## config.mk

```make
export PLATFORM = sky130hd
export DESIGN_NAME = gate_truth_scanner_flat
export DESIGN_NICKNAME = d
export VERILOG_FILES = /design/src/rtl/gate_truth_scanner_pkg.sv /design/src/rtl/gate_truth_scanner_if.sv /design/src/rtl/gate_truth_scanner_settle_timer.sv /design/src/rtl/gate_truth_scanner.sv /design/src/flat_wrapper.sv
export SDC_FILE = /design/constraint.sdc
export NUM_CORES = 1
export LEC_CHECK = 0
export CAP_MARGIN = 10
export CORE_MARGIN = 5
export CORE_UTILIZATION = 48
export DETAILED_ROUTE_END_ITERATION = 6
export GPL_TIMING_DRIVEN = 0
export PLACE_DENSITY = 0.78
export SLEW_MARGIN = 30
export SYNTH_ARGS = -nofsm -noshare
export SYNTH_HDL_FRONTEND = slang
export SYNTH_SLANG_ARGS = --single-unit
```

## constraint.sdc

```tcl
create_clock -name clk -period 1.59 [get_ports clk]
set_input_delay 0.2385 -clock clk [delete_from_list [all_inputs] [get_ports clk]]
set_output_delay 0.2385 -clock clk [all_outputs]
set_load 0.01 [all_outputs]
```

## src/rtl/gate_truth_scanner_pkg.sv

```systemverilog
// Shared constants, state encoding and truth-table helpers for the gate bank self-test.
// GOLDEN packs gate g's expected outputs at [4g+3:4g], nibble bit v = output for {A,B}=v.
package gate_truth_scanner_pkg;

  localparam int G_AND   = 0;
  localparam int G_OR    = 1;
  localparam int G_BUF_A = 2;
  localparam int G_NAND  = 3;
  localparam int G_NOR   = 4;
  localparam int G_XOR   = 5;
  localparam int G_XNOR  = 6;
  localparam int N_GATES = 7;

  localparam logic [27:0] GOLDEN = 28'h9617CE8;

  typedef enum logic [2:0] {
    S_IDLE   = 3'd0,
    S_SETTLE = 3'd1,
    S_SAMPLE = 3'd2,
    S_CHECK  = 3'd3,
    S_DONE   = 3'd4
  } state_t;

  function automatic logic [27:0] capture_vec(input logic [27:0] tbl,
                                              input logic [1:0]  vec,
                                              input logic [6:0]  y);
    logic [27:0] r;
    r = tbl;
    for (int g = 0; g < N_GATES; g++) r[4*g + int'(vec)] = y[g];
    return r;
  endfunction

  function automatic logic [6:0] mismatch_mask(input logic [27:0] tbl);
    logic [6:0] m;
    m = '0;
    for (int g = 0; g < N_GATES; g++) m[g] = |(tbl[4*g +: 4] ^ GOLDEN[4*g +: 4]);
    return m;
  endfunction

endpackage

```

## src/rtl/gate_truth_scanner_if.sv

```systemverilog
// Host and gate-bank signals of the scanner. gate_y is driven by the bank, which sits
// on the master side together with the host.
interface gate_truth_scanner_if;
  logic        start;
  logic        abort;
  logic        gate_a;
  logic        gate_b;
  logic [6:0]  gate_y;
  logic        busy;
  logic        done;
  logic        pass;
  logic [6:0]  err_mask;
  logic [27:0] table_q;

  modport master (
    output start, abort, gate_y,
    input  gate_a, gate_b, busy, done, pass, err_mask, table_q
  );

  modport slave (
    input  start, abort, gate_y,
    output gate_a, gate_b, busy, done, pass, err_mask, table_q
  );
endinterface

```

## src/rtl/gate_truth_scanner_settle_timer.sv

```systemverilog
// Settle counter: cleared by load, counts while enabled, expire marks the last settle cycle.
module gate_truth_scanner_settle_timer #(
  parameter int SETTLE = 1
) (
  input  logic clk,
  input  logic rst,
  input  logic load,
  input  logic en,
  output logic expire
);

  logic [3:0] cnt;

  always_ff @(posedge clk) begin
    if (rst || load) cnt <= '0;
    else if (en)     cnt <= cnt + 4'd1;
  end

  assign expire = (cnt == 4'(SETTLE - 1));

endmodule

```

## src/rtl/gate_truth_scanner.sv

```systemverilog
// Self-test sequencer for the 7-output two-input gate bank: walks {A,B}=0..3, captures
// the truth table and compares it against GOLDEN.
//   state    | meaning
//   S_IDLE   | waiting for start; outputs hold the last results
//   S_SETTLE | current vec driven on gate_a/gate_b, waiting SETTLE cycles
//   S_SAMPLE | capture gate_y into the vec column of table_q
//   S_CHECK  | build err_mask and pass from table_q
//   S_DONE   | one-cycle done pulse
module gate_truth_scanner
  import gate_truth_scanner_pkg::*;
#(
  parameter int SETTLE = 1
) (
  input logic                  clk,
  input logic                  rst,
  gate_truth_scanner_if.slave  bus
);

  state_t      state;
  logic [1:0]  vec;
  logic        gate_a;
  logic        gate_b;
  logic        busy;
  logic        done;
  logic        pass;
  logic [6:0]  err_mask;
  logic [27:0] table_q;

  logic        load;
  logic        en;
  logic        expire;
  logic [6:0]  mask_next;
  logic        abortable;

  assign load      = ((state == S_IDLE) && bus.start) || ((state == S_SAMPLE) && (vec != 2'd3));
  assign en        = (state == S_SETTLE);
  assign mask_next = mismatch_mask(table_q);
  assign abortable = (state == S_SETTLE) || (state == S_SAMPLE) || (state == S_CHECK);

  gate_truth_scanner_settle_timer #(.SETTLE(SETTLE)) u_timer (
    .clk    (clk),
    .rst    (rst),
    .load   (load),
    .en     (en),
    .expire (expire)
  );

  always_ff @(posedge clk) begin
    if (rst) begin
      state    <= S_IDLE;
      vec      <= '0;
      gate_a   <= 1'b0;
      gate_b   <= 1'b0;
      busy     <= 1'b0;
      done     <= 1'b0;
      pass     <= 1'b0;
      err_mask <= '0;
      table_q  <= '0;
    end else begin
      done <= 1'b0;
      // abort leaves pass/err_mask/table_q untouched, including a pending vec-3 sample
      if (bus.abort && abortable) begin
        state  <= S_IDLE;
        busy   <= 1'b0;
        gate_a <= 1'b0;
        gate_b <= 1'b0;
      end else begin
        case (state)
          S_IDLE: begin
            if (bus.start) begin
              table_q <= '0;
              vec     <= '0;
              gate_a  <= 1'b0;
              gate_b  <= 1'b0;
              busy    <= 1'b1;
              state   <= S_SETTLE;
            end
          end
          S_SETTLE: begin
            if (expire) state <= S_SAMPLE;
          end
          S_SAMPLE: begin
            table_q <= capture_vec(table_q, vec, bus.gate_y);
            if (vec == 2'd3) begin
              state <= S_CHECK;
            end else begin
              vec              <= vec + 2'd1;
              {gate_a, gate_b} <= vec + 2'd1;
              state            <= S_SETTLE;
            end
          end
          S_CHECK: begin
            err_mask <= mask_next;
            pass     <= (mask_next == '0);
            done     <= 1'b1;
            state    <= S_DONE;
          end
          S_DONE: begin
            busy  <= 1'b0;
            state <= S_IDLE;
          end
          default: state <= S_IDLE;
        endcase
      end
    end
  end

  assign bus.gate_a   = gate_a;
  assign bus.gate_b   = gate_b;
  assign bus.busy     = busy;
  assign bus.done     = done;
  assign bus.pass     = pass;
  assign bus.err_mask = err_mask;
  assign bus.table_q  = table_q;

endmodule

```

## src/flat_wrapper.sv

```systemverilog
// flat-port wrapper written by rule: the top's interface ports become plain ports
module gate_truth_scanner_flat import gate_truth_scanner_pkg::*;
#(
  parameter int SETTLE = 1
)
  (clk, rst, bus_start, bus_abort, bus_gate_y, bus_gate_a, bus_gate_b, bus_busy, bus_done, bus_pass, bus_err_mask, bus_table_q);
  gate_truth_scanner_if bus_i ();
  input logic clk;
  input logic rst;
  input wire logic [$bits(bus_i.start)-1:0] bus_start;
  input wire logic [$bits(bus_i.abort)-1:0] bus_abort;
  input wire logic [$bits(bus_i.gate_y)-1:0] bus_gate_y;
  output wire logic [$bits(bus_i.gate_a)-1:0] bus_gate_a;
  output wire logic [$bits(bus_i.gate_b)-1:0] bus_gate_b;
  output wire logic [$bits(bus_i.busy)-1:0] bus_busy;
  output wire logic [$bits(bus_i.done)-1:0] bus_done;
  output wire logic [$bits(bus_i.pass)-1:0] bus_pass;
  output wire logic [$bits(bus_i.err_mask)-1:0] bus_err_mask;
  output wire logic [$bits(bus_i.table_q)-1:0] bus_table_q;
  assign bus_i.start = bus_start;
  assign bus_i.abort = bus_abort;
  assign bus_i.gate_y = bus_gate_y;
  assign bus_gate_a = bus_i.gate_a;
  assign bus_gate_b = bus_i.gate_b;
  assign bus_busy = bus_i.busy;
  assign bus_done = bus_i.done;
  assign bus_pass = bus_i.pass;
  assign bus_err_mask = bus_i.err_mask;
  assign bus_table_q = bus_i.table_q;
  gate_truth_scanner #(.SETTLE(SETTLE)) u_core (.clk(clk), .rst(rst), .bus(bus_i));
endmodule
```

# Word-level counts from Yosys, hierarchy flattened
# Index checks and enable logic that the tools add are counted.
[classes] addsub=8 n_lt_le_gt_ge=14 eq_ne=9 n_mux=38 n_bitwise=8 reduce_logical=33
[op_table] operator="$bwmux W28" count=7
[op_table] operator="$ge A32 B1 Y1 const B" count=6
[op_table] operator="$lt A32 B7 Y1 const B" count=6
[op_table] operator="$pmux W28 S2" count=1
[op_table] operator="$demux W1 S5" count=6
[op_table] operator="$mux W28" count=1
[op_table] operator="$reduce_or A4 Y1" count=7
[op_table] operator="$add A5 B2 Y6 const A" count=3
[op_table] operator="$mux W1" count=12
[op_table] operator="$pmux W3 S4" count=1
[op_table] operator="$add A4 B2 Y5 const A" count=2
[op_table] operator="$logic_and A1 B1 Y1" count=10
[op_table] operator="$ne A2 B2 Y1 const B" count=4
[op_table] operator="$logic_not A7 Y1" count=1
[op_table] operator="$eq A3 B2 Y1 const B" count=2
[op_table] operator="$lt A2 B6 Y1 const B" count=1
[op_table] operator="$mux W2" count=3
[op_table] operator="$mux W3" count=2
[op_table] operator="$not A2 Y2" count=3
[op_table] operator="$not A3 Y3" count=2
[op_table] operator="$pmux W1 S2" count=3
[op_table] operator="$reduce_and A2 Y1" count=3
[op_table] operator="$reduce_and A3 Y1" count=2
[op_table] operator="$add A3 B2 Y4 const A" count=1
[op_table] operator="15 further kinds" count=21
[totals] regBits=49 out_inout_bits=40 word_cells=120

# Depth between registers and ports, before layout
# Gate-level depths: netlist of run 1.
[depth] depth_word=12 ltp_mapped=6

# Cells and area by module
# A second synthesis of run 1 with hierarchy kept.
[hier_totals] hier_cells=189 area_unflattened_um2=2042.0
[by_module_without_submodules] module="gate_truth_scanner" n_inst=1 cells_each=168 area_each_um2=1836.8 seq_area_each_um2=900.9
[by_module_without_submodules] module="gate_truth_scanner_settle_timer" n_inst=1 cells_each=21 area_each_um2=205.2 seq_area_each_um2=80.1

# Least setup slack after synthesis of run 1
# OpenSTA, ideal clock, no wires.
[synth_timing] kind="reg-to-reg" from="reg u_core.state[2]" to="reg u_core.vec[0]" t_arrival_ns=1.374 required_time_ns=1.520 setup_slack_ns=0.145 stages_incl_launch_ff=5 path_cell_list="dfxtp_1 -> buf_6 -> or3b_4 -> or4_1 -> a21oi_1"
[synth_via] elab_chain_len=6 elab_cells_between_ends=13
[synth_rtl] item="start: declaration" line="gate_truth_scanner.sv:19" text="state_t state;"
[synth_rtl] item="start signal: assignment" line="gate_truth_scanner.sv:50" text="state <= S_IDLE;"
[synth_rtl] item="start signal: assignment" line="gate_truth_scanner.sv:63" text="state <= S_IDLE;"
[synth_rtl] item="start signal: assignment" line="gate_truth_scanner.sv:76" text="state <= S_SETTLE;"
[synth_rtl] item="$eq A3 B1 Y1 or $eq A3 B2 Y1 (tied branches)" line="gate_truth_scanner.sv:38, gate_truth_scanner.sv:68"
[synth_rtl] item="$logic_or A1 B1 Y1 (2 in a row)" line="gate_truth_scanner.sv:38" text="assign abortable = (state == S_SETTLE) || (state == S_SAMPLE) || (state == S_CHECK);"
[synth_rtl] item="$logic_and A1 B1 Y1" line="gate_truth_scanner.sv:62" text="if (bus.abort && abortable) begin"
[synth_rtl] item="$not A1 Y1 (no source line)"
[synth_rtl] item="$reduce_and A4 Y1 (no source line)"
[synth_rtl] item="end signal: assignment" line="gate_truth_scanner.sv:87" text="vec <= vec + 2'd1;"
[synth_rtl] item="end: declaration" line="gate_truth_scanner.sv:20" text="logic [1:0] vec;"
# Several ways; a longest one is shown, not always the timed one.
# A chain may end at the register's enable or synchronous reset.

# Final worst setup path of run 1
[layout_timing] from="reg u_core.state[0]" to="reg u_core.vec[0]"
# The elaborated chain is that of the path after synthesis.

==> run metrics, run 1 <==
Synth warnings 0; HP Start bus_abort; failing checks setup timing; ant diodes 0; vias in the first global route 1771; Tcrit/Tclk final 100.1%; routed wire length per instance 16.87 µm; outcome finished, violations left; CP startpoint u_core.state[0]$_SDFFE_PP0P_; count leader, synth dfxtp_1; first-pass GRT wire length 8597 µm; syn_nets 232; cell taking the most area after synthesis dfxtp_1; # clock sinks 49; CTS tree built; chip height 75.33 µm; Avg Inst Size Synth 9.527 µm²; pin count of the biggest net entering global routing 17; Routed WL 5532 µm; Seq cells post-synth 49; setup tns final -0.001781 ns; die width 75.33 µm; number of synthesized flops with an enable pin 0; top cells by area, synth dfxtp_1 48%, a22oi_1 10%, nor2_1 8.1%; number of detailed-routing iterations run before antenna repair 4; Finished Layout Cells 328; critical path class reg2reg; clock slew at reported path FFs 0.10 ns; CTS root buffer clkbuf_8; core area 4058 µm²; ys flop type dfxtp_1; critical path's slowest cell or3b_4; Slew Limit Fails 0; Max VDD drop 0.5026 mV; Post-Syn Instances 215; post-route ant nets 0; Post-synth top cells 49 x dfxtp_1, 44 x nor2_1, 28 x a22oi_1; Worst Tran Pin Value 0.4944 ns; synth-to-layout area growth 43.01%; number of port buffers 50; CTS H-Tree Depth 2; final setup margin -0.001781 ns; Max transition margin 67.04%; IO Pins 51; via/cell ratio 5.738; setup skew after layout 0.01106 ns; Starting Density 50.48%; Final Util 72.19%; cts bufs inserted 5; RSZ-0062 raised after global routing yes; final worst path period need 1.592 ns; Nets 294; CP required 1.84 ns; cell area after synthesis 2048 µm²; asr flop ratio synth 0%; ordered list of cells on the worst path buf_6, or3b_4, or4_4, a21oi_2; die area 5674 µm²; dpl ws -0.4589 ns; initial antenna violation count 0; Total GRT Usage 20.07%; grt ovf 0; clk_lat worst skew 0.31 ns; Critical Path AT 1.84 ns; # rows 23; PD cells 785.5 nW/µm²; area share of the largest cell type after synthesis 47.89%; DRT iter0 DRCs 183; Fmax 628.2 MHz; DR vias 1882; slowest stage delay, CP 0.48 ns; final hold vios 0; Longest Clk Path Bufs 2; CP Capture Type flop; Tightest Hold Check Type in2reg; RR Startpoint u_core.state[0]$_SDFFE_PP0P_; Hold WS 0.4060 ns; dpl hpwl 3643 µm; leakage 1.018 nW; GPL Wtd Cong 0.8295; Max FO, Critical Path 7; part of the Yosys area used for sequential elements 47.89%; fraction of layout cells with a size suffix above 1 20.14%; Setup violations, final 1; post-synth cell types 43; Critical Path Start Type flop; Placed Cells 315; max-cap viol count 0; drt drc 0
[registers in the layout, summed over array words and instances, names as in the netlist]
signal               count
u_core.bus.gate_b        1
u_core.u_timer.cnt       4
u_core.bus.err_mask      7
u_core.state             3
u_core.vec               2
u_core.bus.done          1
u_core.bus.table_q      28
u_core.bus.gate_a        1
u_core.bus.busy          1
u_core.bus.pass          1
[worst max-delay path: cells and delay by family, from the launching register on]
family,cells,cell delay (ns)
flip-flops,1,0.33
AO/OA/AOI/OAI,1,0.15
AND/OR/NAND/NOR,2,0.93
buffers and inverters,1,0.13
[cells in the final DEF (no fill, tap or decap), types with 3 or more instances in the layout]
| cell | count |
|---|---|
| dfxtp_2 | 5 |
| ha_1 | 5 |
| inv_1 | 5 |
| buf_6 | 4 |
| a22oi_2 | 5 |
| dfxtp_1 | 44 |
| and2_2 | 4 |
| a22oi_1 | 23 |
| clkdlybuf4s50_1 | 49 |
| o221ai_4 | 4 |
| mux2i_1 | 4 |
| clkbuf_1 | 4 |
| a21oi_1 | 7 |
| clkbuf_8 | 5 |
| buf_4 | 8 |
| o21ai_0 | 6 |
| nor2_1 | 43 |
| nand2_1 | 9 |
| a211oi_1 | 3 |
[path summary, 6_finish.rpt]
| path | endpoint | slack, ns | depth (start not counted) |
|---|---|---|---|
| setup reg to reg | u_core.vec[0]$_SDFFE_PP0P_ | -0.002 | 4 |
| hold reg to reg | u_core.bus.gate_b$_SDFFE_PP0P_ | 0.46 | 2 |
| setup / recovery | u_core.vec[0]$_SDFFE_PP0P_ | -0.002 | 4 |
| hold / removal | u_core.bus.pass$_SDFFE_PP0P_ | 0.41 | 3 |
[where the power goes]
part | internal (mW) | switching [mW]
registers | 1.24 | 0.00932
clock network | 0.313 | 0.446
logic | 0.138 | 0.155
[routing by layer]
metal	global-route usage, %	routed length (µm)	up-vias
li1	-	-	895
met1	27.42	2427	901
met2	30.58	2608	77
met3	5.277	420	9
met4	7.379	75	0
met5	0	0	-
[metrics by stage]
stage               power (mW)  area (µm²)
floorplan                1.391        2048
global placement         1.476        2611
detailed placement       1.478        2611
CTS                      2.222        2751
global route             2.366        2929
finish                   2.301        2929
[timing repair]
item	4_1_cts	5_1_grt
pin swaps	3	10
resized for setup	12	29
buffers inserted	0	10
setup endpoints to repair	30	34
hold buffers	0	0
[cells by family (layout without fill, tap and decap cells)]
family                   count (synthesis)  in the layout  share of synthesized area, %
AND/OR/NAND/NOR                         83             83                         22.18
AO/OA/AOI/OAI                           53             53                         19.12
flip-flops                              49             49                         47.89
buffers and inverters                   17             80                         3.909
adder cells (fa/ha/maj)                  6              6                         3.665
multiplexers                             4              4                         1.955
XOR/XNOR                                 3              3                         1.283
[area by class of cell]
class,instances,area (µm²)
buffer,7,45.04
clock inverter,3,21.27
sequential,49,987.2
multi-input combinational,149,1127
tap,50,62.56
timing repair buffer,60,598.1
clock buffer,5,68.82
inverter,5,18.77
fill,296,1129
Note: power is estimated with default switching activity, not from simulation.
==> inputs of run 2 (changes only) <==
CORE_UTILIZATION = 45   (was 48)
PLACE_DENSITY = 0.74   (was 0.78)
==> run metrics, run 2 (synthesis gave the netlist of run 1 again) <==
grt ovf 0 (unchanged); via/cell ratio 5.520 (-3.8%); Critical Path Start Type flop; routed wire length per instance 16.74 µm (-0.77%); outcome finished, violations left; clock slew at reported path FFs 0.09 ns (about the same); final hold vios 0 (unchanged); Finished Layout Cells 329 (+0.30%); ant diodes 0 (unchanged); Reg with most FFs u_core.bus.table_q; Nets 293 (-0.34%); clock share of power 32.5% (-0.5 points); first-pass GRT wire length 8832 µm (+2.7%); switching power total 0.6152 mW (+0.68%); Max transition margin 61.61% (-5.4 points); final setup margin -0.03273 ns (-0.03095 ns); GPL Wtd Cong 0.7942 (-4.3%); vias in the first global route 1773 (+0.11%); critical path class reg2reg; Cell Area, Placed 2614 µm² (about the same); Placed Cells 317 (+0.63%); Slew Limit Fails 0 (unchanged); CTS root buffer clkbuf_8; Starting Density 46.72% (-3.8 points); Comb pwr share 13.8% (+1.1 points); dpl ws -0.4202 ns (+0.03874 ns); IO Pins 51 (unchanged); Max FO, Critical Path 6 (-1); Tcrit/Tclk final 102.1% (+1.9 points); setup skew after layout 0.01290 ns (+0.001847 ns); CTS tree built; Regs by FF count u_core.bus.table_q x28, u_core.bus.err_mask x7, u_core.u_timer.cnt x4; CP required 1.83 ns (about the same); pin count of the biggest net entering global routing 18 (+1); Routed WL 5506 µm (-0.47%); core area 4384 µm² (+8.0%); commonest cells after routing, fill and taps aside 48 x clkdlybuf4s50_1, 46 x dfxtp_1, 44 x nor2_1, 17 x a22oi_2, 11 x a22oi_1; number of port buffers 50 (unchanged); Final Util 68.81% (-3.4 points); Longest Clk Path Bufs 2 (unchanged); Switching Share 26.43% (-0.12 points); flip-flop count of the largest register after layout 28 (unchanged); RSZ-0062 raised after global routing yes; leakage 1.039 nW (+2.1%); drt drc 0 (unchanged); Reg power frac 53.7% (-0.6 points); die area 6001 µm² (+5.8%); clk_lat worst skew 0.30 ns (about the same); most common cell after layout, fill and taps aside clkdlybuf4s50_1; CP Capture Type flop; chip height 77.47 µm (+2.8%); post-route ant nets 0 (unchanged); die width 77.47 µm (+2.8%); final worst path period need 1.623 ns (+0.03095 ns); PD cells 771.5 nW/µm² (-1.8%); Total GRT Usage 17.87% (-2.2 points); Max VDD drop 0.5319 mV (+5.8%); Setup violations, final 1 (unchanged); fraction of layout cells with a size suffix above 1 23.47% (+3.3 points); CTS H-Tree Depth 2 (unchanged); DRT iter0 DRCs 81 (-56%); Fmax 616.2 MHz (-1.9%); Worst Tran Pin Value 0.5758 ns (+0.08136 ns); DR vias 1816 (-3.5%); cts bufs inserted 5 (unchanged); max-cap viol count 0 (unchanged); Pint 1.712 mW (+1.3%); post-route cell area 3017 µm² (+3.0%); number of detailed-routing iterations run before antenna repair 4 (unchanged); # clock sinks 49 (unchanged); Tightest Hold Check Type in2reg; # fillers 349 (+18%); initial antenna violation count 0 (unchanged); dpl hpwl 3774 µm (+3.6%); hold_buf cts 0 (unchanged); Critical Path AT 1.86 ns (+0.02 ns); failing checks setup timing; # rows 24 (+4.3%); synth-to-layout area growth 47.28%
run 2: cell types whose count changed in the layout (fill, tap and decap cells not counted), sizes merged:
cell,change
buf,-1
clkdlybuf4s50,-1
dlymetal6s2s,+1
run 2: final cells by class:
class | instances | area (µm²) | share of cell area (%)
Multi-Input combinational cell | 149 | 1191 | 39.49
Sequential cell | 49 | 984.7 | 32.64
Timing Repair Buffer | 59 | 619.3 | 20.53
Clock buffer | 5 | 68.82 | 2.281
Tap cell | 52 | 65.06 | 2.157
Buffer | 7 | 43.79 | 1.452
Clock inverter | 3 | 25.02 | 0.8295
Inverter | 5 | 18.77 | 0.6221
run 2: metrics by stage:
step,total power [mW],TNS [ns],hold WS (ns)
floorplan,1.391,0,0.3868
global placement,1.476,-11.68,0.4398
detailed placement,1.479,-12.76,0.4435
CTS,2.239,0,0.4552
global route,2.418,-0.7404,0.3706
finish,2.327,-0.03273,0.3419
run 2: power by group through the flow:
stage	clock (mW)	combinational [mW]	sequential, mW
finish	0.756	0.322	1.25
global route	0.823	0.343	1.25
CTS	0.765	0.227	1.25
detailed placement	0	0.203	1.28
global placement	0	0.201	1.28
floorplan	0	0.114	1.28
run 2: worst paths after layout:
| kind | startpoint | endpoint | slack [ns] | cells after the start |
|---|---|---|---|---|
| worst min register to register | u_core.bus.gate_b$_SDFFE_PP0P_ | u_core.bus.gate_b$_SDFFE_PP0P_ | 0.45 | 2 |
| worst min-delay path | bus_start | u_core.bus.busy$_SDFFE_PP0P_ | 0.34 | 3 |
| worst max-delay path | u_core.state[0]$_SDFFE_PP0P_ | u_core.bus.table_q[16]$_SDFFE_PP0P_ | -0.03 | 6 |
| worst max register to register | u_core.state[0]$_SDFFE_PP0P_ | u_core.bus.table_q[16]$_SDFFE_PP0P_ | -0.03 | 6 |
run 2: worst max-delay path: stages, from the launching register on:
cell and delay, ns:
dfxtp_2 0.33, buf_6 0.12, or3b_4 0.48, o221ai_4 0.25
buf_6 0.17, a22oi_1 0.09, nor2_1 0.11
run 2: what timing repair did:
action | 4_1_cts | 5_1_grt
endpoints found under the setup margin | 29 | 36
gates resized for setup | 15 | 41
pin swaps | 3 | 18
buffers inserted | 0 | 9
run 2: layer usage:
metal	vias up	share of wire, %	global-route usage [%]
met5	-	0	0
li1	891	-	-
met4	0	0.73	4.467
met1	857	46	24.48
met3	5	6.2	3.472
met2	63	47	28.96
